$ cat src/rtl/verificador_tiro.sv
// Shot resolution: scans the defender's fleet memory for the shot cell, writes back
// the first unhit matching ship with the cell flagged and its count decremented.
module verificador_tiro #(
    parameter int NUM_ENTRADAS  = 11,
    parameter int TAM_TABULEIRO = 10
) (
    input  logic        clk,
    input  logic        rst_n,
    input  logic        start,
    input  logic [3:0]  x_tiro,
    input  logic [3:0]  y_tiro,
    input  logic        jogador,
    input  logic [63:0] vetor_leitura,
    output logic        mem_sel,
    output logic [4:0]  read_addr,
    output logic [4:0]  write_addr,
    output logic [63:0] vetor,
    output logic        wrep1,
    output logic        wrep2,
    output logic        ocupado,
    output logic        done,
    output logic        acerto,
    output logic        repetido,
    output logic        invalido,
    output logic        afundou,
    output logic [2:0]  tipo_afundado,
    output logic        frota_destruida,
    output logic [2:0]  estado_dbg
);

    typedef enum logic [2:0] {IDLE, LER, COMPARAR, ESCREVER, FIM} estado_t;

    localparam logic [4:0] ULTIMO = 5'(NUM_ENTRADAS - 1);
    localparam logic [3:0] TAM    = 4'(TAM_TABULEIRO);

    estado_t     estado_q, estado_d;
    logic [3:0]  x_q, x_d, y_q, y_d;
    logic        mem_sel_q, mem_sel_d;
    logic [4:0]  read_addr_q, read_addr_d, write_addr_q, write_addr_d;
    logic [63:0] vetor_q, vetor_d;
    logic        acerto_q, acerto_d, repetido_q, repetido_d, invalido_q, invalido_d;
    logic        afundou_q, afundou_d, frota_q, frota_d, achou_q, achou_d;
    logic [2:0]  tipo_q, tipo_d;
    logic [6:0]  soma_q, soma_d;

    // Only the cells a ship type actually has take part in the compare.
    function automatic logic [2:0] num_celulas(input logic [2:0] tipo);
        case (tipo)
            3'd0:    return 3'd5;
            3'd1:    return 3'd4;
            3'd2:    return 3'd3;
            3'd3:    return 3'd2;
            3'd4:    return 3'd1;
            default: return 3'd0;
        endcase
    endfunction

    logic [2:0]  tipo_lido, n_cel, idx;
    logic [3:0]  cont_lido, cont_novo;
    logic        casa, flag_lida, escreve;
    logic [63:0] vetor_novo;

    always_comb begin
        tipo_lido = vetor_leitura[2:0];
        cont_lido = vetor_leitura[46:43];
        n_cel     = num_celulas(tipo_lido);
        casa      = 1'b0;
        idx       = 3'd0;
        // Descending so the lowest matching cell index wins.
        for (int i = 4; i >= 0; i--) begin
            if (3'(i) < n_cel && cont_lido != 4'd0 &&
                vetor_leitura[6+8*i -: 4] == x_q && vetor_leitura[10+8*i -: 4] == y_q) begin
                casa = 1'b1;
                idx  = 3'(i);
            end
        end
        flag_lida  = vetor_leitura[47 + int'(idx)];
        cont_novo  = (cont_lido != 4'd0) ? cont_lido - 4'd1 : 4'd0;
        escreve    = casa && !flag_lida && !achou_q;
        vetor_novo = vetor_leitura;
        vetor_novo[47 + int'(idx)] = 1'b1;
        vetor_novo[46:43] = cont_novo;
    end

    always_comb begin
        estado_d     = estado_q;
        x_d          = x_q;
        y_d          = y_q;
        mem_sel_d    = mem_sel_q;
        read_addr_d  = read_addr_q;
        write_addr_d = write_addr_q;
        vetor_d      = vetor_q;
        acerto_d     = acerto_q;
        repetido_d   = repetido_q;
        invalido_d   = invalido_q;
        afundou_d    = afundou_q;
        tipo_d       = tipo_q;
        frota_d      = frota_q;
        achou_d      = achou_q;
        soma_d       = soma_q;
        case (estado_q)
            IDLE: begin
                if (start) begin
                    x_d        = x_tiro;
                    y_d        = y_tiro;
                    mem_sel_d  = ~jogador;
                    acerto_d   = 1'b0;
                    repetido_d = 1'b0;
                    invalido_d = 1'b0;
                    afundou_d  = 1'b0;
                    tipo_d     = 3'd0;
                    frota_d    = 1'b0;
                    achou_d    = 1'b0;
                    soma_d     = 7'd0;
                    if (x_tiro >= TAM || y_tiro >= TAM) begin
                        invalido_d = 1'b1;
                        estado_d   = FIM;
                    end else begin
                        read_addr_d = 5'd0;
                        estado_d    = LER;
                    end
                end
            end
            LER: estado_d = COMPARAR;
            COMPARAR: begin
                soma_d = soma_q + 7'(escreve ? cont_novo : cont_lido);
                if (escreve) begin
                    vetor_d      = vetor_novo;
                    write_addr_d = read_addr_q;
                    acerto_d     = 1'b1;
                    achou_d      = 1'b1;
                    if (cont_novo == 4'd0) begin
                        afundou_d = 1'b1;
                        tipo_d    = tipo_lido;
                    end
                    estado_d = ESCREVER;
                end else begin
                    if (casa && flag_lida) repetido_d = 1'b1;
                    if (read_addr_q == ULTIMO) begin
                        frota_d  = (soma_d == 7'd0);
                        estado_d = FIM;
                    end else begin
                        read_addr_d = read_addr_q + 5'd1;
                        estado_d    = LER;
                    end
                end
            end
            ESCREVER: begin
                if (read_addr_q == ULTIMO) begin
                    frota_d  = (soma_q == 7'd0);
                    estado_d = FIM;
                end else begin
                    read_addr_d = read_addr_q + 5'd1;
                    estado_d    = LER;
                end
            end
            FIM:     estado_d = IDLE;
            default: estado_d = IDLE;
        endcase
    end

    always_ff @(posedge clk or negedge rst_n) begin
        if (!rst_n) begin
            estado_q     <= IDLE;
            x_q          <= 4'd0;
            y_q          <= 4'd0;
            mem_sel_q    <= 1'b0;
            read_addr_q  <= 5'd0;
            write_addr_q <= 5'd0;
            vetor_q      <= 64'd0;
            acerto_q     <= 1'b0;
            repetido_q   <= 1'b0;
            invalido_q   <= 1'b0;
            afundou_q    <= 1'b0;
            tipo_q       <= 3'd0;
            frota_q      <= 1'b0;
            achou_q      <= 1'b0;
            soma_q       <= 7'd0;
        end else begin
            estado_q     <= estado_d;
            x_q          <= x_d;
            y_q          <= y_d;
            mem_sel_q    <= mem_sel_d;
            read_addr_q  <= read_addr_d;
            write_addr_q <= write_addr_d;
            vetor_q      <= vetor_d;
            acerto_q     <= acerto_d;
            repetido_q   <= repetido_d;
            invalido_q   <= invalido_d;
            afundou_q    <= afundou_d;
            tipo_q       <= tipo_d;
            frota_q      <= frota_d;
            achou_q      <= achou_d;
            soma_q       <= soma_d;
        end
    end

    // Write strobes decode straight from state so an async reset kills them at once.
    assign wrep1           = (estado_q == ESCREVER) && !mem_sel_q;
    assign wrep2           = (estado_q == ESCREVER) && mem_sel_q;
    assign ocupado         = (estado_q != IDLE);
    assign done            = (estado_q == FIM);
    assign mem_sel         = mem_sel_q;
    assign read_addr       = read_addr_q;
    assign write_addr      = write_addr_q;
    assign vetor           = vetor_q;
    assign acerto          = acerto_q;
    assign repetido        = repetido_q;
    assign invalido        = invalido_q;
    assign afundou         = afundou_q;
    assign tipo_afundado   = tipo_q;
    assign frota_destruida = frota_q;
    assign estado_dbg      = estado_q;

endmodule

$ cat config.mk
export PLATFORM = sky130hd
export DESIGN_NAME = verificador_tiro
export DESIGN_NICKNAME = d
export VERILOG_FILES = /design/src/rtl/verificador_tiro.sv
export SDC_FILE = /design/constraint.sdc
export NUM_CORES = 1
export LEC_CHECK = 0
export ABC_AREA = 1
export CAP_MARGIN = 30
export CORE_MARGIN = 2
export CORE_UTILIZATION = 50
export DETAILED_ROUTE_END_ITERATION = 8
export HOLD_SLACK_MARGIN = 0.06
export PLACE_DENSITY_LB_ADDON = 0.25
export SLEW_MARGIN = 0
export SYNTH_ARGS = -nofsm -noshare
export SYNTH_HDL_FRONTEND = slang
export SYNTH_SLANG_ARGS = --single-unit
$ cat constraint.sdc
create_clock -name clk -period 11.7 [get_ports clk]
set_clock_uncertainty 0.05 [all_clocks]
set_input_delay 1.17 -clock clk [delete_from_list [all_inputs] [get_ports clk]]
set_output_delay 1.17 -clock clk [all_outputs]
set_load 0.02 [all_outputs]
==> results.toml <==
[floorplanning]
ios = 166
core-area_um2 = 11960
rows = 40
start_util = 0.5115
die_width_um = 114.6
die_y_um = 114.6
fp.dieArea_um2 = 13140

[synth]
postSynthCellCount = 817
synthFlopType = "dfrtp_1"
netlist_area_um2 = 6118
synth-seq-area-share = 0.4131
yosysTopAreaCell = "dfrtp_1"
synth_most_common_cell = "nand2_1"
synth.ff_latch_count = 101
synthTopCellsByCount = "nand2_1, inv_1, dfrtp_1"
synthArstFlopShare = 1.000
synth_fp_nets = 906
ys_warn_count = 0
synth.avg_cell_area_um2 = 7.489
synth_top_area_frac = 0.4131
ys_top_cells_by_area = "dfrtp_1, nand2_1, inv_1"
synth_cell_type_count = 38
synth-edff-count = 0

[route]
wire_per_inst_um = 14.96
drc = 0
drt_pre_antenna_iters = 5
via_count = 5807
final_antenna_net_count = 0
wl_um = 16730
drt_iter0_markers = 352
via_per_inst = 5.194

[clocking]
htreeDepth = 3
clkSinkCount = 101
post_cts_buffers = 0
cts_tree = "built"
path_clk_slew_ns = 0.06
cts_root_buffer = "clkbuf_16"
postCtsHoldBufs = 0
cts_max_path_buffers = 2
insertion_delay_ns = 0.35
ctsResizeCount = 0
cts_buffers = 9

[timing]
grt_setup_unrepaired = "false"
finalSetupTns_ns = 0
min_period_over_period = 0.5573
finalCriticalPeriod_ns = 6.521
max_freq_mhz = 153.4
final_max_slew_viol_count = 0
tightest_slew_ns = 0.9633
setup_violations = 0
hold_violations = 0
slew_headroom = 0.3578

[cells_and_area]
fin_nets = 1056
syn_to_final_growth_pct = 32.23
drive_gt1_frac = 0.08136
diodes = 0
final-instance-count-excl-fill = 1118

[placement]
gp_congestion = 0.9202
port-buffer-count = 165
placed_cells = 1102
dp_hpwl_um = 12800

[run_status]
status = "completed"

[global_routing]
overflow = 0
grt_usage = 0.2655
antenna_found_initial = 0
grt_first_pass_wirelength_um = 27340
grt_max_degree = 86
grt_pass1_vias = 5571

[worst_setup_path]
path_class = "in -> reg"
worstPathMaxFanout = 22
path_common_cell = "nand2_1"
cp-start-kind = "input pin"
reg2reg_depth = 28
cpMaxStageDelayCell = "clkdlybuf4s50_1"
endpoint_kind = "register"
crit_required_ns = 11.93
cpPeakStageDelay_ns = 0.52
rrSetupSlack_ns = 6.17
crit_arrival_ns = 6.75

[worst_hold_path]
hold_depth = 2
hp-class = "reg -> reg"

[run]
cap_violations = 0

[power_and_ir_drop]
max-vdd-ir-drop_v = 0.0001469
p_leak_uw = 0.004067
power.density_nw_per_um2 = 160.1
==> metrics by stage <==
| stage | worst slack, ns | cell area, um2 | total power, uW | hold slack [ns] | util |
|---|---|---|---|---|---|
| 3_5_place_dp | 4.870 | 7737 | 968.8 | 0.4165 | 0.6469 |
| 4_1_cts | 5.199 | 8063 | 1298 | 0.4330 | 0.6741 |
| 6_report | 5.179 | 8090 | 1295 | 0.4289 | 0.6764 |
| 2_1_floorplan | 6.230 | 6118 | 771.8 | 0.4450 | - |
| 3_3_place_gp | 5.089 | 7737 | 964.5 | 0.4138 | 0.6469 |
| 5_1_grt | 4.566 | 8090 | 1378 | 0.4463 | 0.6764 |
==> where the power goes <==
| part | switching (uW) | total (uW) | internal [uW] |
|---|---|---|---|
| logic | 284 | 487 | 204 |
| clock network | 128 | 327 | 198 |
| registers | 73.1 | 481 | 408 |
==> state kept, by name, indices dropped and copies added (netlist names) <==
signal and cells:
invalido 1, vetor 64, afundou 1, mem_sel 1
soma_q 7, read_addr 5, repetido 1, frota_destruida 1
y_q 4, write_addr 5, achou_q 1, x_q 4
tipo_afundado 3, estado_dbg 3
==> worst max-delay path, delay by kind of cell <==
family                     cells  cell delay (ns)
and+or+nand+nor               16             2.16
adders and majority gates      4             1.32
xor gates and xnor gates       1             0.22
buffers and inverters          5             1.00
AOI/OAI and AO/OA              3             0.86
==> cells in the final DEF, fill, tap and decap left out, types with 3 or more instances in the layout <==
cell type / count
nor3_1: 5
o21ai_0: 47
nand2_2: 5
nand3b_1: 4
xnor2_1: 4
nand4_1: 10
clkbuf_16: 9
inv_2: 8
o21ai_1: 22
a21oi_1: 20
buf_4: 3
ha_1: 12
a22o_1: 5
inv_1: 132
nor2_1: 50
clkdlybuf4s50_1: 164
o21ai_2: 40
dfrtp_1: 101
nand3_1: 46
xor2_1: 20
nand2_1: 237
==> layer usage <==
metal  GRT usage  vias to the layer above  routed length (um)
li1            -                     2854                   -
met1      0.3606                     2726                7279
met2      0.4339                      198                8025
met3     0.03812                       29                1061
met4     0.09593                        0                 360
met5           0                        -                   0
==> area by class of cell <==
type | instances | area, um2
fill | 1023 | 3871
multi-input combinational | 547 | 2836
sequential | 101 | 2527
timing repair buffer | 168 | 1692
inverter | 140 | 525.5
clock buffer | 12 | 256.5
tap | 147 | 183.9
clock inverter | 3 | 68.82
==> logic make-up after synthesis <==
logic type | after synthesis | synth area share
AOI/OAI and AO/OA | 141 | 0.1454
adders and majority gates | 13 | 0.02781
xor gates and xnor gates | 24 | 0.03436
buffers and inverters | 169 | 0.1233
and+or+nand+nor | 369 | 0.2560
DFF | 101 | 0.4131
==> path summary, 6_finish.rpt <==
kind	end	start
min in group asynchronous	vetor[2]$_DFFE_PN0P_	rst_n
max in group asynchronous	vetor[54]$_DFFE_PN0P_	rst_n
max	frota_destruida$_DFFE_PN0P_	vetor_leitura[43]
max reg2reg	frota_destruida$_DFFE_PN0P_	x_q[2]$_DFFE_PN0P_
min	vetor[44]$_DFFE_PN0P_	vetor[44]$_DFFE_PN0P_
min reg2reg	vetor[44]$_DFFE_PN0P_	vetor[44]$_DFFE_PN0P_
Power figures use the tool's default switching activity.
